### config.mk
export PLATFORM = sky130hd
export DESIGN_NAME = scan_sequencer
export DESIGN_NICKNAME = d
export VERILOG_FILES = /design/src/rtl/scan_pkg.sv /design/src/rtl/scan_prescaler.sv /design/src/rtl/scan_sequencer.sv
export SDC_FILE = /design/constraint.sdc
export NUM_CORES = 1
export LEC_CHECK = 0
export CAP_MARGIN = 20
export CELL_PAD_IN_SITES_DETAIL_PLACEMENT = 0
export CELL_PAD_IN_SITES_GLOBAL_PLACEMENT = 1
export CORE_AREA = 3 3 41 43
export DETAILED_ROUTE_END_ITERATION = 10
export DIE_AREA = 0 0 44 46
export GPL_ROUTABILITY_DRIVEN = 0
export HOLD_SLACK_MARGIN = 0.15
export PLACE_DENSITY_LB_ADDON = 0.1
export SKIP_CTS_REPAIR_TIMING = 1
export SYNTH_ARGS = -nofsm -noshare
export SYNTH_HDL_FRONTEND = slang
export SYNTH_SLANG_ARGS = --single-unit
### constraint.sdc
create_clock -name clk -period 1.9 [get_ports clk]
set_clock_uncertainty 0.05 [all_clocks]
set_input_delay 0.285 -clock clk [delete_from_list [all_inputs] [get_ports clk]]
set_output_delay 0.285 -clock clk [all_outputs]
set_load 0.02 [all_outputs]
### src/rtl/scan_pkg.sv
`default_nettype none
// ============================================================================
// Module      : scan_pkg
// Description : Shared types and helpers for the scan sequencer.
//               - scan_state_e   : sequencer FSM states
//               - prescaler_width: dwell counter width, max(1, clog2(DIV))
// Revision    : 1.0 - initial release
// ============================================================================
package scan_pkg;

    typedef enum logic [1:0] {
        ST_IDLE  = 2'd0,
        ST_RUN   = 2'd1,
        ST_BLANK = 2'd2
    } scan_state_e;

    // A one-cycle dwell still needs a 1-bit counter so the port stays legal.
    function automatic int prescaler_width(input int div);
        return (div <= 2) ? 1 : $clog2(div);
    endfunction

endpackage
`default_nettype wire

### src/rtl/scan_prescaler.sv
`default_nettype none
// ============================================================================
// Module      : scan_prescaler
// Description : Dwell counter. Counts 0..DIV-1 and pulses tick while the
//               count equals DIV-1, then wraps to 0. A synchronous clear
//               holds the count at 0.
// Ports       : clk   - clock, rising edge
//               rst_n - asynchronous active-low reset
//               clr   - synchronous clear (count forced to 0 next edge)
//               tick  - high while count == DIV-1
// Revision    : 1.0 - initial release
// ============================================================================
module scan_prescaler #(
    parameter int DIV = 4
) (
    input  logic clk,
    input  logic rst_n,
    input  logic clr,
    output logic tick
);
    import scan_pkg::*;

    localparam int                 c_CNT_W = prescaler_width(DIV);
    localparam logic [c_CNT_W-1:0] c_LAST  = c_CNT_W'(DIV - 1);

    logic [c_CNT_W-1:0] cnt_q;
    logic [c_CNT_W-1:0] cnt_d;

    assign tick = (cnt_q == c_LAST);

    always_comb begin
        cnt_d = cnt_q + 1'b1;
        if (clr || tick) begin
            cnt_d = '0;
        end
    end

    always_ff @(posedge clk or negedge rst_n) begin
        if (!rst_n) begin
            cnt_q <= '0;
        end else begin
            cnt_q <= cnt_d;
        end
    end

endmodule
`default_nettype wire

### src/rtl/scan_sequencer.sv
`default_nettype none
// ============================================================================
// Module      : scan_sequencer
// Description : Registered index sequencer for multiplexed digit/row scanning.
//               Holds each index for DIV cycles and steps 0..2**S-1, either
//               continuously or for one sweep. Flags wrap-around and sweep
//               completion. All outputs are registered.
//               Build option: define SCAN_BLANK_EN to insert one blanking
//               cycle (idx_vld low, idx held) after every dwell.
// Ports       : clk     - clock, rising edge
//               rst_n   - asynchronous active-low reset
//               en      - run enable, low forces IDLE
//               start   - request to begin scanning (IDLE only)
//               single  - 1: one sweep, 0: continuous (sampled with start)
//               idx     - current index (to decoder select)
//               idx_vld - idx valid, decoder may drive
//               wrap    - pulse on the cycle idx leaves 2**S-1
//               done    - pulse when a single sweep ends
//               busy    - not in IDLE
// Revision    : 1.0 - initial release
// ============================================================================
module scan_sequencer #(
    parameter int S   = 2,
    parameter int DIV = 4
) (
    input  logic         clk,
    input  logic         rst_n,
    input  logic         en,
    input  logic         start,
    input  logic         single,
    output logic [S-1:0] idx,
    output logic         idx_vld,
    output logic         wrap,
    output logic         done,
    output logic         busy
);
    import scan_pkg::*;

    localparam logic [S-1:0] c_IDX_MAX = '1;

    scan_state_e  state_q, state_d;
    logic [S-1:0] idx_q, idx_d;
    logic         vld_q, vld_d;
    logic         mode_q, mode_d;
    logic         wrap_q, wrap_d;
    logic         done_q, done_d;
    logic         busy_q, busy_d;

    logic         tick;
    logic         step;

    // The counter only runs in RUN; every entry into RUN comes from a state
    // where it was held clear, so each dwell starts at count 0.
    scan_prescaler #(
        .DIV (DIV)
    ) u_prescaler (
        .clk   (clk),
        .rst_n (rst_n),
        .clr   (state_q != ST_RUN),
        .tick  (tick)
    );

    // Index advance point: end of dwell, or end of the blanking cycle.
`ifdef SCAN_BLANK_EN
    assign step = (state_q == ST_BLANK);
`else
    assign step = (state_q == ST_RUN) && tick;
`endif

    always_comb begin
        state_d = state_q;
        idx_d   = idx_q;
        vld_d   = vld_q;
        mode_d  = mode_q;
        wrap_d  = 1'b0;
        done_d  = 1'b0;

        if (!en) begin
            state_d = ST_IDLE;
            idx_d   = '0;
            vld_d   = 1'b0;
        end else if (state_q == ST_IDLE) begin
            // No restart in the cycle done is still showing.
            if (start && !done_q) begin
                state_d = ST_RUN;
                idx_d   = '0;
                vld_d   = 1'b1;
                mode_d  = single;
            end
`ifdef SCAN_BLANK_EN
        end else if ((state_q == ST_RUN) && tick) begin
            state_d = ST_BLANK;
            vld_d   = 1'b0;
`endif
        end else if (step) begin
            if (idx_q != c_IDX_MAX) begin
                state_d = ST_RUN;
                idx_d   = idx_q + 1'b1;
                vld_d   = 1'b1;
            end else if (!mode_q) begin
                state_d = ST_RUN;
                idx_d   = '0;
                vld_d   = 1'b1;
                wrap_d  = 1'b1;
            end else begin
                state_d = ST_IDLE;
                idx_d   = '0;
                vld_d   = 1'b0;
                wrap_d  = 1'b1;
                done_d  = 1'b1;
            end
        end

        busy_d = (state_d != ST_IDLE);
    end

    always_ff @(posedge clk or negedge rst_n) begin
        if (!rst_n) begin
            state_q <= ST_IDLE;
            idx_q   <= '0;
            vld_q   <= 1'b0;
            mode_q  <= 1'b0;
            wrap_q  <= 1'b0;
            done_q  <= 1'b0;
            busy_q  <= 1'b0;
        end else begin
            state_q <= state_d;
            idx_q   <= idx_d;
            vld_q   <= vld_d;
            mode_q  <= mode_d;
            wrap_q  <= wrap_d;
            done_q  <= done_d;
            busy_q  <= busy_d;
        end
    end

    assign idx     = idx_q;
    assign idx_vld = vld_q;
    assign wrap    = wrap_q;
    assign done    = done_q;
    assign busy    = busy_q;

endmodule
`default_nettype wire

# Word-level counts from Yosys, hierarchy flattened

Cells that the tools add are included.

Word-level logic and storage cells: 51
Register bits: 11
Bits of input ports: 5
Output and inout bits: 6

Reductions and logical operators: 8
Add/subtract/negate cells: 2
Multiplexer cells: 27
Eq/ne operators: 6

Operators by type and width:

| kind                                                                     | number |
|---|---|
| 2-bit 2-to-1 mux                                                         | 10 |
| 1-bit 2-to-1 mux                                                         | 17 |
| 2-bit by 1-bit adder with 2-bit output (second input constant)           | 2 |
| 3-bit by 1-bit inequality test with 1-bit output (second input constant) | 1 |
| 3-bit by 2-bit inequality test with 1-bit output (second input constant) | 1 |
| 3-bit AND reduction                                                      | 1 |
| 2-bit by 1-bit equality test with 1-bit output (second input constant)   | 1 |
| 2-bit equality test (second input constant)                              | 1 |
| 1-bit logical AND                                                        | 2 |
| 2-bit logical NOT                                                        | 1 |
| 2-bit by 1-bit inequality test with 1-bit output (second input constant) | 1 |
| 2-bit inequality test (second input constant)                            | 1 |
| 2-bit AND reduction                                                      | 1 |
| 2-bit nonzero test                                                       | 1 |
| 1-bit logical NOT                                                        | 1 |
| 1-bit logical OR                                                         | 1 |

# Depth between registers and ports, before layout

Depth after elaboration: 6
Depth in mapped cells: 4
Depth with buffers taken out: 4

# Modules after synthesis

A second synthesis with hierarchy kept.

Cell total of the unflattened synthesis: 42
Area total of the unflattened synthesis: 491.7 um2

By module, submodules not included:

| module         | cells an instance | area an instance (um2) | times used | seq. area each (um2) |
|---|---|---|---|---|
| scan_sequencer | 37                | 406.6                  | 1          | 225.2 |
| scan_prescaler | 5                 | 85.1                   | 1          | 50.0 |

# Worst setup path after synthesis

Ideal clock, no wire load.

Path type: reg-to-reg
Start: reg done_q, in the netlist done
End: reg mode_q
Period minus slack after synthesis: 1.530 ns
Cell stages (with the launch flop): 5
Library setup time: 0.128 ns
Setup slack: 0.370 ns
Arrival time: 1.352 ns
Path through: dfrtp_1 -> or3b_1 -> buf_2 -> nor3_2 -> mux2_1

Cells in the longest elaborated chain, start to end: 3

RTL lines:

| what                          | line                  | RTL |
|---|---|---|
| start: declaration            | scan_sequencer.sv:46  | `logic done_q, done_d;` |
| start signal: assignment      | scan_sequencer.sv:132 | `done_q <= done_d;` |
| 1-bit logical NOT             | scan_sequencer.sv:84  | `if (start && !done_q) begin` |
| 1-bit logical AND             | scan_sequencer.sv:84  |  |
| 3-bit AND reduction (no line) | --                    |  |
| end signal: assignment        | scan_sequencer.sv:130 | `mode_q <= mode_d;` |
| end: declaration              | scan_sequencer.sv:44  | `logic mode_q, mode_d;` |

No other way between the ends.
A chain may end at the register's enable or synchronous reset.

# Final worst setup path

Start: reg idx_q[0], in the netlist idx[0]
End: out idx[0]

RTL lines:

| what                     | line                  | RTL |
|---|---|---|
| start: declaration       | scan_sequencer.sv:42  | `logic [S-1:0] idx_q, idx_d;` |
| start signal: assignment | scan_sequencer.sv:128 | `idx_q <= idx_d;` |
| end: declaration         | scan_sequencer.sv:31  | `output logic [S-1:0] idx,` |

No word-level cell between the ends.

==> flow_metrics.tcl <==
set metrics [dict create \
    fin_crit_ns 1.63 \
    numCtsBuffers 3 \
    clock_path_buffers 2 \
    setup_viol 0 \
    drive_gt1_share_pct 10.3 \
    ys_warn_count 0 \
    tightest_slew_ns 0.491 \
    register_area_um2 275 \
    cts_max_level 1 \
    start_util_pct 35.6 \
    outcome "finished, final reports clean" \
    clk_latency_ns 0.26 \
    ir_drop_mv 0.362 \
    antenna_left 0 \
    rsz0062_at_grt "no" \
    cp.arrival_ns 1.30 \
    dp.cells 69 \
    yosysSeqAreaShare_pct 58.0 \
    synthCells 44 \
    wire_per_inst_um 13.1 \
    synth_seq_cells 11 \
    leakagePower_nw 0.271 \
    critical_path_class "flip-flop to primary output" \
    min_path_type "primary input to async pin" \
    period_share_pct 85.9 \
    hold_viol 0 \
    die_x_um 44 \
    cp_slowest_stage_delay_ns 0.63 \
    clk_pin_slew_ns 0.07 \
    power_density_nw_per_um2 749 \
    cp-start-kind "flip-flop" \
    cpLargestDelayFamily "buffers and inverters" \
    grt_max_degree 12 \
    instances_no_fill 73 \
    row_count 13 \
    end_kind "primary output" \
    grt_pass1_vias 346 \
    syn_nets 51 \
    diodes 0 \
    syn_area_per_cell_um2 10.8 \
    nets 66 \
    clockRootBuffer "clkbuf_4" \
    crit_required_ns 1.56 \
    clock_sinks 11 \
    multi_input_area_um2 186 \
    path_cells "clkdlybuf4s50_1" \
    initialDrtViolationCount 12 \
    first_pass_iters 4 \
    vias_per_cell 5.41 \
    place_ws_ns 0.113 \
    grt-ovfl-total 0 \
    max_freq_mhz 613 \
    remaining_drc_errors 0 \
    cts_tree "done" \
    io_pins 11 \
    drv_slew 0 \
    wl_um 955 \
    netlist_area_um2 474 \
    ys_types 20 \
    place_hpwl_um 728 \
    crit_buf_inv 1 \
    grt_pass1_wl_mm 1.55 \
    fillers 130 \
    port_buffers 10 \
    crit_fanout 5 \
    slew_headroom_pct 67.1 \
    fin_ws_ns 0.268 \
    final.setup.tns_ns 0 \
    num_vias 395 \
    synthToLayoutAreaGrowth_pct 31.1 \
    design.core.area_um2 1330 \
    finalPower_mw 0.466 \
    slowest_stage "clkdlybuf4s50_1" \
    die_h_um 46 \
    cap_violations 0 \
    grt_usage_pct 11.2 \
    dieArea_um2 2020 \
    antenna_found_initial 0 \
]
## metrics by stage
step / utilization (%) / area [um2] / hold WS [ns]
after floorplan: - / 474 / -0.0606
after global placement: 44.7 / 596 / 0.379
after detailed placement: 44.7 / 596 / 0.392
after CTS: 46.6 / 622 / 0.311
after global routing: 46.6 / 622 / 0.317
final: 46.6 / 622 / 0.298
## kinds of logic (layout without fill, tap and decap cells)
logic type	count (synthesis)	in the layout	share of synthesized area [%]
AND/OR/NAND/NOR	20	20	22.2
flip-flops	11	11	58.0
AO/OA/AOI/OAI	7	7	9.50
buffers and inverters	3	17	2.64
adder cells (fa/ha/maj)	2	2	5.28
multiplexers	1	1	2.37
## cell usage in the layout (no fill, tap or decap), types with 2 or more instances in the layout
cell and n:
a21oi_1 2, clkbuf_4 3, clkdlybuf4s50_1 10, dfrtp_1 11, ha_1 2, nand3_1 4
a31oi_1 3, nand2_1 6, nor2_1 3
## final timing paths
check                                startpoint                   end  slack (ns)  cells after the start
setup / recovery                         idx[0]                idx[0]        0.27                      1
hold / removal                            rst_n                idx[0]        0.30                      1
setup reg to reg                     state_q[0]                mode_q        0.39                      3
hold reg to reg            u_prescaler.cnt_q[0]  u_prescaler.cnt_q[0]        0.40                      1
max in group asynchronous                 rst_n  u_prescaler.cnt_q[1]        1.17                      1
min in group clk           u_prescaler.cnt_q[0]  u_prescaler.cnt_q[0]        0.40                      1
## flip-flops by register name, summed over array words and instances (netlist names)
register           cells
busy                   1
done                   1
idx                    2
idx_vld                1
mode_q                 1
state_q                2
u_prescaler.cnt_q      2
wrap                   1
## cell type report
class	instances	share of cell area, %
Sequential cell	11	44.3
Multi-Input combinational cell	30	30.0
Timing Repair Buffer	11	17.3
Clock buffer	4	4.23
Tap cell	15	3.02
Inverter	2	1.21
## Yosys cell counts (all sizes together)
cell    number  area [um2]
dfrtp       11         275
nand2        6        22.5
nand3        4        20.0
a31oi        3        18.8
nor2         3        11.3
a21oi        2        10.0
ha           2        25.0
inv          2        7.50
nor3         2        15.0
buf          1        5.00
mux2         1        11.3
nand2b       1        6.26
nand4        1        6.26
nor3b        1        7.51
o21ai        1        5.00
o221a        1        11.3
or3b         1        8.76
or4          1        7.51
## layer usage
layer  vias to the layer above  track usage, %  wire [um]
met5                         -               0          0
met4                         0            5.42          4
met3                         2            7.11        108
met2                        21            16.3        399
met1                       185            12.8        442
li1                        187               -          -
## where the power goes
part / internal, mW / switching, mW
sequential: 0.247 / 0.00821
combinational: 0.0281 / 0.0268
clock: 0.0812 / 0.0744
total: 0.356 / 0.109
(Power assumes the default switching activity.)
